===== config.mk =====
export PLATFORM = sky130hd
export DESIGN_NAME = spi_output
export DESIGN_NICKNAME = d
export VERILOG_FILES = /design/src/rtl/spi_output_pkg.sv /design/src/rtl/spi_clk_div.sv /design/src/rtl/spi_output.sv
export SDC_FILE = /design/constraint.sdc
export NUM_CORES = 1
export LEC_CHECK = 0
export CORE_MARGIN = 2
export CORE_UTILIZATION = 29
export CTS_CLUSTER_DIAMETER = 30
export DETAILED_ROUTE_END_ITERATION = 6
export PLACE_DENSITY = 0.55
export RECOVER_POWER = 25
export SLEW_MARGIN = 15
export SYNTH_ARGS = -nofsm -noshare
export SYNTH_HDL_FRONTEND = slang
export SYNTH_SLANG_ARGS = --single-unit

===== constraint.sdc =====
create_clock -name i_sys_clk -period 4.5 [get_ports i_sys_clk]
set_input_delay 1.125 -clock i_sys_clk [delete_from_list [all_inputs] [get_ports i_sys_clk]]
set_output_delay 1.125 -clock i_sys_clk [all_outputs]
set_load 0.005 [all_outputs]

===== src/rtl/spi_output_pkg.sv =====
// Shared definitions for the SPI mode-0 master transmitter and the byte receiver it drives.
package spi_output_pkg;

  localparam int SPI_BYTE_W    = 8;
  localparam int SPI_BIT_CNT_W = $clog2(SPI_BYTE_W);

  localparam logic SPI_CPOL = 1'b0;
  localparam logic SPI_CPHA = 1'b0;

  typedef enum logic [2:0] {
    ST_IDLE  = 3'd0,
    ST_SETUP = 3'd1,
    ST_XFER  = 3'd2,
    ST_HOLD  = 3'd3,
    ST_GAP   = 3'd4
  } spi_state_t;

  // True when the SCLK transition about to happen is the one on which data is sampled.
  function automatic logic is_sample_edge(input logic sclk_now);
    return (sclk_now == SPI_CPOL) ^ SPI_CPHA;
  endfunction

endpackage


===== src/rtl/spi_clk_div.sv =====
// SCLK half-period timer: one-cycle tick every CLK_DIV system clocks, restartable on frame accept.
module spi_clk_div #(
  parameter int CLK_DIV = 4
) (
  input  logic i_sys_clk,
  input  logic i_sys_rst,
  input  logic i_clr,
  output logic o_tick
);

  localparam int CW = $clog2(CLK_DIV);
  localparam logic [CW-1:0] TERM = CW'(CLK_DIV - 1);

  logic [CW-1:0] div_cnt;

  always_ff @(posedge i_sys_clk) begin
    if (i_sys_rst || i_clr) begin
      div_cnt <= '0;
    end else if (div_cnt == TERM) begin
      div_cnt <= '0;
    end else begin
      div_cnt <= div_cnt + 1'b1;
    end
  end

  assign o_tick = (div_cnt == TERM);

endmodule


===== src/rtl/spi_output.sv =====
// SPI mode-0 master: sends one MSB-first byte per SS-low frame of exactly 8 SCLK pulses
// and captures MISO into a parallel byte.
module spi_output
  import spi_output_pkg::*;
#(
  parameter int CLK_DIV = 4,
  parameter int SS_GAP  = 4
) (
  input  logic                  i_sys_clk,
  input  logic                  i_sys_rst,
  input  logic [SPI_BYTE_W-1:0] i_data,
  input  logic                  i_data_valid,
  output logic                  o_ready,
  output logic [SPI_BYTE_W-1:0] o_rx_data,
  output logic                  o_rx_valid,
  output logic                  o_spi_clk,
  output logic                  o_spi_mosi,
  output logic                  o_spi_ss,
  input  logic                  i_spi_miso
);

  localparam int GAP_W = (SS_GAP > 1) ? $clog2(SS_GAP) : 1;
  localparam logic [GAP_W-1:0] GAP_LAST = GAP_W'(SS_GAP - 1);
  localparam logic [SPI_BIT_CNT_W-1:0] BIT_LAST = SPI_BIT_CNT_W'(SPI_BYTE_W - 1);

  spi_state_t state, state_next;

  // MSB goes straight onto MOSI at accept, so only the remaining bits are kept here.
  logic [SPI_BYTE_W-2:0]    tx_shift, tx_shift_next;
  logic [SPI_BYTE_W-1:0]    rx_shift, rx_shift_next;
  logic [SPI_BIT_CNT_W-1:0] bit_cnt, bit_cnt_next;
  logic [GAP_W-1:0]         gap_cnt, gap_cnt_next;
  logic                     spi_clk_next, spi_mosi_next, spi_ss_next;
  logic                     ready_next, rx_valid_next;
  logic [SPI_BYTE_W-1:0]    rx_data_next;
  logic                     tick;
  logic                     accept;

  assign accept = i_data_valid & o_ready;

  spi_clk_div #(
    .CLK_DIV(CLK_DIV)
  ) u_clk_div (
    .i_sys_clk(i_sys_clk),
    .i_sys_rst(i_sys_rst),
    .i_clr    (accept),
    .o_tick   (tick)
  );

  always_ff @(posedge i_sys_clk) begin
    if (i_sys_rst) begin
      state      <= ST_IDLE;
      tx_shift   <= '0;
      rx_shift   <= '0;
      bit_cnt    <= '0;
      gap_cnt    <= '0;
      o_spi_clk  <= SPI_CPOL;
      o_spi_mosi <= 1'b0;
      o_spi_ss   <= 1'b1;
      o_ready    <= 1'b1;
      o_rx_valid <= 1'b0;
      o_rx_data  <= '0;
    end else begin
      state      <= state_next;
      tx_shift   <= tx_shift_next;
      rx_shift   <= rx_shift_next;
      bit_cnt    <= bit_cnt_next;
      gap_cnt    <= gap_cnt_next;
      o_spi_clk  <= spi_clk_next;
      o_spi_mosi <= spi_mosi_next;
      o_spi_ss   <= spi_ss_next;
      o_ready    <= ready_next;
      o_rx_valid <= rx_valid_next;
      o_rx_data  <= rx_data_next;
    end
  end

  always_comb begin
    state_next = state;
    case (state)
      ST_IDLE:  if (accept) state_next = ST_SETUP;
      ST_SETUP: if (tick) state_next = ST_XFER;
      ST_XFER:  if (tick && !is_sample_edge(o_spi_clk) && (bit_cnt == BIT_LAST)) state_next = ST_HOLD;
      ST_HOLD:  if (tick) state_next = ST_GAP;
      ST_GAP:   if (gap_cnt == GAP_LAST) state_next = ST_IDLE;
      default:  state_next = ST_IDLE;
    endcase
  end

  always_comb begin
    tx_shift_next = tx_shift;
    rx_shift_next = rx_shift;
    bit_cnt_next  = bit_cnt;
    gap_cnt_next  = gap_cnt;
    spi_clk_next  = o_spi_clk;
    spi_mosi_next = o_spi_mosi;
    spi_ss_next   = o_spi_ss;
    ready_next    = o_ready;
    rx_valid_next = 1'b0;
    rx_data_next  = o_rx_data;
    case (state)
      ST_IDLE: begin
        if (accept) begin
          tx_shift_next = i_data[SPI_BYTE_W-2:0];
          spi_mosi_next = i_data[SPI_BYTE_W-1];
          spi_ss_next   = 1'b0;
          ready_next    = 1'b0;
        end
      end
      ST_SETUP: begin
        if (tick) begin
          spi_clk_next  = ~SPI_CPOL;
          rx_shift_next = {rx_shift[SPI_BYTE_W-2:0], i_spi_miso};
          bit_cnt_next  = '0;
        end
      end
      ST_XFER: begin
        if (tick) begin
          spi_clk_next = ~o_spi_clk;
          if (is_sample_edge(o_spi_clk)) begin
            rx_shift_next = {rx_shift[SPI_BYTE_W-2:0], i_spi_miso};
          end else if (bit_cnt != BIT_LAST) begin
            spi_mosi_next = tx_shift[SPI_BYTE_W-2];
            tx_shift_next = {tx_shift[SPI_BYTE_W-3:0], 1'b0};
            bit_cnt_next  = bit_cnt + 1'b1;
          end
        end
      end
      ST_HOLD: begin
        if (tick) begin
          spi_ss_next   = 1'b1;
          rx_data_next  = rx_shift;
          rx_valid_next = 1'b1;
          gap_cnt_next  = '0;
        end
      end
      ST_GAP: begin
        if (gap_cnt == GAP_LAST) begin
          ready_next = 1'b1;
        end else begin
          gap_cnt_next = gap_cnt + 1'b1;
        end
      end
      default: begin
        ready_next = 1'b1;
      end
    endcase
  end

endmodule


==> metrics.yaml, run 1 <==
outcome: "complete, no violations"
final_net_count: 210
timing.critical_path.cells: "clkdlybuf4s50_1 > a21oi_1 > a2111oi_4 > nor2_1 > a211oi_2"
worst_slew_pin_slew_ns: 0.925
synth_top_cell_by_area: "sky130_fd_sc_hd__dfxtp_1"
critPathBufInv: 1
synth_common_cells: "38 x sky130_fd_sc_hd__dfxtp_1, 24 x sky130_fd_sc_hd__nor2_1, 21 x sky130_fd_sc_hd__nand2_1"
numCtsBuffers: 5
clk_path_buf_depth: 2
final.hold.worst_slack_ns: 0.438
synth_enable_flop_cells: 0
vdd_drop_max_mv: 0.191
final_antenna_net_count: 0
wire_per_inst_microns: 11.7
clkSinkCount: 38
netlist_area_sq_um: 1620
peak_per_stage_delay_on_the_critical_path_ns: 0.83
final-instance-count-excl-fill: 267
synthTopCellsByArea: "sky130_fd_sc_hd__dfxtp_1 47%, sky130_fd_sc_hd__mux2i_1 9.9%, sky130_fd_sc_hd__nor2_1 5.6%"
synth-seq-area-share: 0.469
relSlewSlack: 0.381
synth.net_count: 190
detailroute.via_count: 1248
highest-signal-layer: "met4"
met3_length_microns: 137
timing_max_transition_violations_final: 0
synthToLayoutAreaGrowth_pct: 25.6
worst_path_required_ns: 4.71
viasPerCell: 4.67
setup-tns-final_ns: 0
layout_worst_path_cycle_share: 0.612
p_per_area_nw_per_um2: 375
timing.critical_path.arrival_ns: 2.96
path_delay_family: "compound AO/OA/AOI/OAI gates"
critical_path_class: "in -> reg"
placeableCoreArea_sq_um: 5440
floorplan.initialDensity: 0.298
yosysTopAreaCellShare: 0.469
dp.cells: 259
post-dp-hpwl_mm: 2.08
row_count: 27
synth-warning-count: 0
grt_overall_usage: 0.111
port-buffer-count: 24
grt_pass1_vias: 1196
grt_start_max_net_pins: 21
regToRegSetupSlack_ns: 2.28
timing_hold_violations_final: 0
routed_wirelength_mm: 3.14
cts_tree: "done"
cts.repair.resized: 0
avgSynthCellArea_sq_um: 9.32
final_period_minus_worst_setup_slack_ns: 2.75
chipWidth_microns: 78.8
cpMaxStageDelayCell: "sky130_fd_sc_hd__a2111oi_4"
crit-reg2reg-launch: "bit_cnt[0]"
drt-pass1-iter-count: 4
grt_pass1_wl_mm: 5.40
routedLengthMet1_mm: 1.61
clk_latency_ns: 0.29
fraction_of_registers_with_async_set_reset: 0
post_route_cells_drive_above_1_share: 0.0821
synth_cell_type_count: 37
drt_initial_violations: 81
dr_wl_met2_mm: 1.37
rsz0062_at_grt: "false"
worstHoldPathType: "reg -> reg"
report.power.total_uw: 765
antenna-diode-count: 0
timing.max_cap.violations: 0
cp_max_fo: 16
cts_setup_buffers: 0
post-route-drc-count: 0
final-setup-viol-count: 0
antenna_found_initial: 0
cts.htree.levels: 2
cts_hold_repair.buffers: 0
p_leak_nw: 0.767
floorplan.die.height_microns: 78.8
pin_count: 25
postSynthCellCount: 174
clock_skew_ns: 0.00537
ys.flop_type: "sky130_fd_sc_hd__dfxtp_1"
timing.critical_path.from_type: "primary input"
synth-seq-cells: 38
critPathLaunch: "i_data_valid"
cts-root-buf: "sky130_fd_sc_hd__clkbuf_8"
final_weighted_congestion_of_routability_driven_global_placement: 0.672
min-delay-start: "u_clk_div.div_cnt[0]"
yosys.cell_count.top_type: "sky130_fd_sc_hd__dfxtp_1"
worst_setup_path_end_kind: "flip-flop"
fmaxAchievable_ghz: 0.363
die-area_sq_um: 6210
globalRouteOverflowTotal: 0
path_clk_slew_ns: 0.08
==> power by group <==
group          total [mW]  switching [mW]  internal [mW]  leakage [nW]
combinational      0.0555          0.0257         0.0297         0.389
clock               0.350           0.128          0.222        0.0683
sequential          0.359          0.0111          0.348         0.309
==> stage by stage <==
| stage | util | setup slack, ns | area (sq um) |
|---|---|---|---|
| 2_1_floorplan | - | 2.36 | 1620 |
| 3_3_place_gp | 0.349 | 1.45 | 1900 |
| 3_5_place_dp | 0.349 | 1.42 | 1900 |
| 4_1_cts | 0.375 | 1.73 | 2040 |
| 5_1_grt | 0.375 | 1.59 | 2040 |
| 6_report | 0.375 | 1.75 | 2040 |
==> cell usage in the layout (no fill, tap or decap), drive strengths merged, types with 2 or more instances in the layout <==
master         instances
ha                     4
dfxtp                 38
mux2i                 16
nor3b                  2
nand3b                 3
o21ai                  3
bufinv                 2
a211oi                 7
and3                   3
nor2b                  2
clkbuf                 5
nand3                  3
a21oi                 16
nor3                   2
nor2                  24
a2111oi                2
nand2b                 4
clkdlybuf4s50         23
nand2                 21
==> routing by layer <==
| layer | up-vias | track usage |
|---|---|---|
| met5 | - | 0 |
| met4 | 0 | 0.0421 |
| met3 | 2 | 0.0420 |
| met2 | 20 | 0.165 |
| met1 | 577 | 0.145 |
| li1 | 649 | - |
==> area by class of cell <==
cell class,count,area (sq um)
sequential,38,761
clock buffer,5,68.8
timing repair buffer,25,248
multi-input combinational,124,801
fill,569,3400
clock inverter,3,68.8
tap,72,90.1
==> cell families (layout without fill, tap and decap cells) <==
family,Yosys count,count (layout),synth area share
XOR/XNOR,1,1,0.00540
multiplexers,16,16,0.0988
flip-flops,38,38,0.469
buffers and inverters,12,33,0.0401
AND/OR/NAND/NOR,70,70,0.211
AO/OA/AOI/OAI,33,33,0.145
adder cells (fa/ha/maj),4,4,0.0309
==> registers in the layout, summed over array words and instances (netlist names), 2 cells and up <==
signal	cells
bit_cnt	3
gap_cnt	2
o_rx_data	8
rx_shift	8
state	3
tx_shift	7
u_clk_div.div_cnt	2
==> final timing paths <==
kind / cells past startpoint / endpoint
worst max register to register: 6 / o_spi_mosi
worst max-delay path: 5 / o_spi_mosi
worst min-delay path: 1 / u_clk_div.div_cnt[0]
worst min register to register: 1 / u_clk_div.div_cnt[0]
No activity file was read; power rests on OpenSTA's default activity.
==> run 2: changes to the inputs <==
--- a/config.mk
+++ b/config.mk
@@ -9,7 +9,7 @@
 export CORE_UTILIZATION = 29
 export CTS_CLUSTER_DIAMETER = 30
 export DETAILED_ROUTE_END_ITERATION = 6
-export PLACE_DENSITY = 0.55
+export PLACE_DENSITY = 0.57
 export RECOVER_POWER = 25
 export SLEW_MARGIN = 15
 export SYNTH_ARGS = -nofsm -noshare
==> constraint.sdc (replaced) <==
create_clock -name i_sys_clk -period 2.5 [get_ports i_sys_clk]
set_input_delay 0.625 -clock i_sys_clk [delete_from_list [all_inputs] [get_ports i_sys_clk]]
set_output_delay 0.625 -clock i_sys_clk [all_outputs]
set_load 0.005 [all_outputs]
==> run 2 against run 1 <==
- clock power up 45%
- sequential power up 80%
- utilization down 0.23 points
- power up 64%
- critical path type unchanged
- worst setup slack worse by 1.3 ns
- critical path depth down 2
- combinational power up 86%
- cell area down 0.61%
- register-to-register slack worse by 1.7 ns
- largest power group unchanged
- clock skew about the same
- routed wire length down 0.92%
- global-route usage about the same
==> metrics.yaml, run 2 (synthesis results as in run 1) <==
outcome: "complete, no violations"
timing.max_cap.violations: 0  # unchanged
wire_per_inst_microns: 11.5  # -2.0%
post_route_cells_drive_above_1_share: 0.0808  # -0.00124
clk_path_buf_depth: 2  # unchanged
timing.critical_path.arrival_ns: 2.23  # -0.73 ns
final_period_minus_worst_setup_slack_ns: 2.08
globalRouteOverflowTotal: 0  # unchanged
cts_hold_repair.buffers: 0  # unchanged
p_per_area_nw_per_um2: 621  # +66%
timing_max_transition_violations_final: 0  # unchanged
final_net_count: 213  # +1.4%
cts.repair.resized: 0  # unchanged
routed_wirelength_mm: 3.11  # -0.92%
sequential_cell_area_sq_um: 761  # unchanged
chipWidth_microns: 78.8  # unchanged
p_leak_nw: 0.762  # -0.54%
top_regs: "o_rx_data (8), rx_shift (8), tx_shift (7)"
pin_count: 25  # unchanged
antenna_found_initial: 0  # unchanged
path_clk_slew_ns: 0.07  # about the same
fmaxAchievable_ghz: 0.480
layout_worst_path_cycle_share: 0.834
post-route-util: 0.372  # -0.00230
most_frequent_cells_in_the_layout: "38 x sky130_fd_sc_hd__dfxtp_1, 24 x sky130_fd_sc_hd__nor2_1, 23 x sky130_fd_sc_hd__clkdlybuf4s50_1"
detailroute.via_count: 1244  # -0.32%
grt_start_max_net_pins: 21  # unchanged
report.power.total_mw: 1.26  # +64%
antenna-diode-count: 0  # unchanged
cts.htree.levels: 2  # unchanged
port-buffer-count: 24  # unchanged
rsz0062_at_grt: "false"
worst_slew_pin_slew_ns: 0.819  # -0.106 ns
worst_setup_path_end_kind: "flip-flop"
final_antenna_net_count: 0  # unchanged
final-setup-viol-count: 0  # unchanged
floorplan.initialDensity: 0.298  # unchanged
viasPerCell: 4.61  # -1.4%
vdd_drop_max_mv: 0.323  # +69%
relSlewSlack: 0.454  # +0.0732
ff2ff_path_depth: 7  # +1
cp_max_fo: 20  # +4
setup-tns-final_ns: 0  # unchanged
hold_depth: 1  # unchanged
cts_setup_buffers: 0  # unchanged
drt_initial_violations: 43  # -47%
clkSinkCount: 38  # unchanged
worstHoldPathType: "reg -> reg"
clock_skew_ns: 0.00500  # -0.000361 ns
die-area_sq_um: 6210  # unchanged
clk_latency_ns: 0.29  # about the same
nFillCells: 564  # -0.88%
worst_path_required_ns: 2.64  # -2.07 ns
cts_tree: "done"
floorplan.die.height_microns: 78.8  # unchanged
multiInputGateArea_sq_um: 801  # unchanged
row_count: 27  # unchanged
placeableCoreArea_sq_um: 5440  # unchanged
post-dp-hpwl_mm: 2.05  # -1.3%
grt_overall_usage: 0.110  # -0.000323
critical_path_class: "in -> reg"
grt_pass1_wl_mm: 5.29  # -2.0%
most_common_cell_after_layout_fill_and_taps_aside: "sky130_fd_sc_hd__dfxtp_1"
synthToLayoutAreaGrowth_pct: 24.8
post-route-drc-count: 0  # unchanged
grt_pass1_vias: 1152  # -3.7%
numCtsBuffers: 5  # unchanged
drt-pass1-iter-count: 4  # unchanged
cts-root-buf: "sky130_fd_sc_hd__clkbuf_8"
final_weighted_congestion_of_routability_driven_global_placement: 0.680  # +1.2%
timing_hold_violations_final: 0  # unchanged
timing.critical_path.from_type: "primary input"
final.hold.worst_slack_ns: 0.434  # -0.00347 ns
==> run 2: worst max-delay path: stages <==
cell                            delay, ns
sky130_fd_sc_hd__dlygate4sd3_1       0.81
sky130_fd_sc_hd__clkbuf_1            0.67
sky130_fd_sc_hd__nor2_1              0.11
==> run 2: path summary, 6_finish.rpt <==
path / from / end / slack [ns]
max: i_sys_rst / rx_shift[5] / 0.42
min: u_clk_div.div_cnt[0] / u_clk_div.div_cnt[0] / 0.43
max reg2reg: bit_cnt[0] / tx_shift[1] / 0.59
min reg2reg: u_clk_div.div_cnt[0] / u_clk_div.div_cnt[0] / 0.43
==> run 2: final cells by class <==
class | count | share of cell area
multi-input cells | 124 | 0.396
flip-flops and latches | 38 | 0.376
repair buffers | 28 | 0.132
well taps | 72 | 0.0445
clock buffers | 7 | 0.0377
clock inverters | 1 | 0.0148
==> run 2: metal layers <==
| metal | routed length, microns | vias up | share of wire | GRT usage |
|---|---|---|---|---|
| li1 | - | 654 | - | - |
| met1 | 1610 | 565 | 0.52 | 0.147 |
| met2 | 1340 | 20 | 0.43 | 0.158 |
| met3 | 101 | 5 | 0.033 | 0.0386 |
| met4 | 55 | 0 | 0.018 | 0.0526 |
| met5 | 0 | - | 0 | 0 |
==> run 2: power breakdown <==
part	internal, mW	switching, mW	leakage [nW]
Combinational	0.0560	0.0470	0.401
Clock	0.299	0.211	0.0524
Sequential	0.626	0.0189	0.309
Total	0.981	0.277	0.762
==> run 2: per-stage QoR <==
step / instance area (sq um) / setup slack [ns] / cells
floorplan: 1620 / 0.638 / 174
global placement: 1920 / 0.253 / 262
detailed placement: 1920 / 0.209 / 262
CTS: 2030 / 0.525 / 270
global route: 2020 / 0.263 / 270
finish: 2020 / 0.416 / 270
==> run 3: changes to the inputs <==
==> constraint.sdc (replaced) <==
create_clock -name i_sys_clk -period 1.7 [get_ports i_sys_clk]
set_input_delay 0.425 -clock i_sys_clk [delete_from_list [all_inputs] [get_ports i_sys_clk]]
set_output_delay 0.425 -clock i_sys_clk [all_outputs]
set_load 0.005 [all_outputs]
==> run 3 against run 2 <==
- the run now ends with negative setup slack left
- highest routed layer unchanged
- clock power up 81%
- sequential power up 46%
- cell count is 5.6% higher
- routed wire length grew 8.2%
- count of clock-buffer cells in the layout shrank 2
- largest power group unchanged
- worst setup slack worse by 0.49 ns
- sequential share of layout area decreased by 4.0 points
- utilization rose by 4.9 points
- critical path depth is 5 higher
- non-clock buffer count increased by 15
- combinational power is 110% higher
==> metrics.yaml, run 3 (synthesis results as in run 1) <==
die-area_sq_um: 6210  # unchanged
min-delay-start: "u_clk_div.div_cnt[0]"
detailroute.via_count: 1324  # +6.4%
final_net_count: 228  # +7.0%
relSlewSlack: 0.617  # +0.163
vdd_drop_max_mv: 0.440  # +36%
timing.critical_path.arrival_ns: 1.96  # -0.27 ns
clkSinkCount: 38  # unchanged
outcome: "complete, but fails checks"
regToRegSetupSlack_ns: -0.07  # -0.66 ns
critPathBufInv: 2  # unchanged
critical_path.most_common_cell: "sky130_fd_sc_hd__ha_4"
cpMaxStageDelayCell: "sky130_fd_sc_hd__dfxtp_4"
cts_tree: "done"
grt_start_max_net_pins: 22  # +4.8%
report.power.total_mw: 2.08  # +65%
drt_initial_violations: 66  # +53%
timing.critical_path.cells: "ha_4 > ha_4 > nand3b_4 > a2111oi_4 > buf_4 > clkbuf_16 > nand2b_4 > a21oi_2"
p_leak_nw: 0.910  # +19%
clock_skew_ns: 0.00491  # -0.0000986 ns
timing_hold_violations_final: 0  # unchanged
p_per_area_nw_per_um2: 908  # +46%
antenna_found_initial: 0  # unchanged
port-buffer-count: 24  # unchanged
cts_hold_repair.buffers: 0  # unchanged
failing_checks: "negative setup slack"
antenna-diode-count: 0  # unchanged
post-dp-hpwl_mm: 2.20  # +7.3%
cell_area_reported_after_detailed_placement_sq_um: 2050  # +6.8%
path_delay_family: "compound AO/OA/AOI/OAI gates"
path_clk_slew_ns: 0.08  # about the same
final_weighted_congestion_of_routability_driven_global_placement: 0.706  # +3.8%
cts.htree.levels: 2  # unchanged
chipWidth_microns: 78.8  # unchanged
cp_max_fo: 7  # -65%
post_place_worst_slack_ns: -0.244  # -0.453 ns
final.setup.worst_slack_ns: -0.0747  # -0.490 ns
most_common_cell_after_layout_fill_and_taps_aside: "sky130_fd_sc_hd__dfxtp_1"
post_route_cells_drive_above_1_share: 0.225  # +0.145
worst_path_required_ns: 1.88  # -0.76 ns
pin_count: 25  # unchanged
worstHoldPathType: "reg -> reg"
rsz0062_at_grt: "true"
timing_max_transition_violations_final: 0  # unchanged
wire_per_inst_microns: 11.8  # +2.5%
floorplan.initialDensity: 0.298  # unchanged
floorplan.die.height_microns: 78.8  # unchanged
critical_path_class: "reg -> reg"
grt_pass1_vias: 1232  # +6.9%
worst_setup_path_end_kind: "flip-flop"
clk_path_buf_depth: 2  # unchanged
layout_worst_path_cycle_share: 1.04
fmaxAchievable_ghz: 0.563
most_frequent_cells_in_the_layout: "34 x sky130_fd_sc_hd__dfxtp_1, 24 x sky130_fd_sc_hd__clkdlybuf4s50_1, 21 x sky130_fd_sc_hd__nand2_1, 21 x sky130_fd_sc_hd__nor2_1, 16 x sky130_fd_sc_hd__mux2i_1"
routed_wirelength_mm: 3.36  # +8.2%
globalRouteOverflowTotal: 0  # unchanged
top_regs: "o_rx_data (8), rx_shift (8), tx_shift (7)"
timing.max_cap.violations: 0  # unchanged
clk_latency_ns: 0.29  # about the same
cts-root-buf: "sky130_fd_sc_hd__clkbuf_8"
peak_per_stage_delay_on_the_critical_path_ns: 0.36  # -0.45 ns
crit-reg2reg-launch: "bit_cnt[0]"
placeableCoreArea_sq_um: 5440  # unchanged
synthToLayoutAreaGrowth_pct: 41.4
row_count: 27  # unchanged
final-setup-viol-count: 8  # +8
critPathLaunch: "bit_cnt[0]"
drt-pass1-iter-count: 4  # unchanged
final_area_sq_um: 2290  # +13%
post-route-drc-count: 0  # unchanged
numCtsBuffers: 5  # unchanged
viasPerCell: 4.65  # +0.83%
grt_overall_usage: 0.120  # +0.00920
final_antenna_net_count: 0  # unchanged
final_period_minus_worst_setup_slack_ns: 1.77
worst_slew_pin_slew_ns: 0.574  # -0.245 ns
grt_pass1_wl_mm: 5.77  # +9.1%
timing.critical_path.from_type: "flip-flop"
-- run 3: cell count changes in the layout (fill, tap and decap cells not counted), moves of 2 or more --
cell / change
sky130_fd_sc_hd__a211oi_1: -3
sky130_fd_sc_hd__a211oi_2: +3
sky130_fd_sc_hd__buf_12: +2
sky130_fd_sc_hd__buf_4: +10
sky130_fd_sc_hd__dfxtp_1: -4
sky130_fd_sc_hd__dfxtp_2: +2
sky130_fd_sc_hd__dfxtp_4: +2
sky130_fd_sc_hd__ha_1: -2
sky130_fd_sc_hd__ha_4: +2
sky130_fd_sc_hd__nor2_1: -3
sky130_fd_sc_hd__nor2_2: +3
-- run 3: worst paths after layout --
| check | end | depth (start not counted) |
|---|---|---|
| setup / recovery | tx_shift[0] | 8 |
| hold reg to reg | u_clk_div.div_cnt[0] | 1 |
| hold / removal | u_clk_div.div_cnt[0] | 1 |
| setup reg to reg | tx_shift[0] | 8 |
-- run 3: layout make-up --
class | instances | area (sq um)
clock buffers | 5 | 68.8
clock inverters | 3 | 68.8
fillers | 543 | 3150
multi-input cells | 124 | 872
flip-flops and latches | 38 | 771
well taps | 72 | 90.1
repair buffers | 43 | 422
-- run 3: layer usage --
layer / GRT usage / part of all wire / up-vias
met4: 0.0632 / 0.023 / 0
li1: - / - / 687
met5: 0 / 0 / -
met2: 0.174 / 0.45 / 19
met1: 0.159 / 0.50 / 614
met3: 0.0341 / 0.035 / 4
-- run 3: power by group --
| group | internal [mW] | total (mW) | switching (mW) |
|---|---|---|---|
| clock network | 0.588 | 0.920 | 0.332 |
| registers | 0.918 | 0.943 | 0.0246 |
| logic | 0.125 | 0.218 | 0.0930 |
-- run 3: what timing repair did --
item / 4_1_cts / 5_1_grt
buffers inserted: 1 / 2
endpoints found under the setup margin: 9 / 10
gates cloned: 0 / 1
pin swaps: 0 / 10
gates resized for setup: 5 / 13
-- run 3: stage by stage --
stage	setup TNS (ns)	hold slack (ns)	cells	util
after global routing	-1.03	0.484	285	0.421
final	-0.336	0.438	285	0.421
after CTS	-0.0131	0.439	282	0.407
after detailed placement	-1.74	0.427	273	0.378
after floorplan	0	0.406	174	-
after global placement	-1.79	0.426	273	0.378
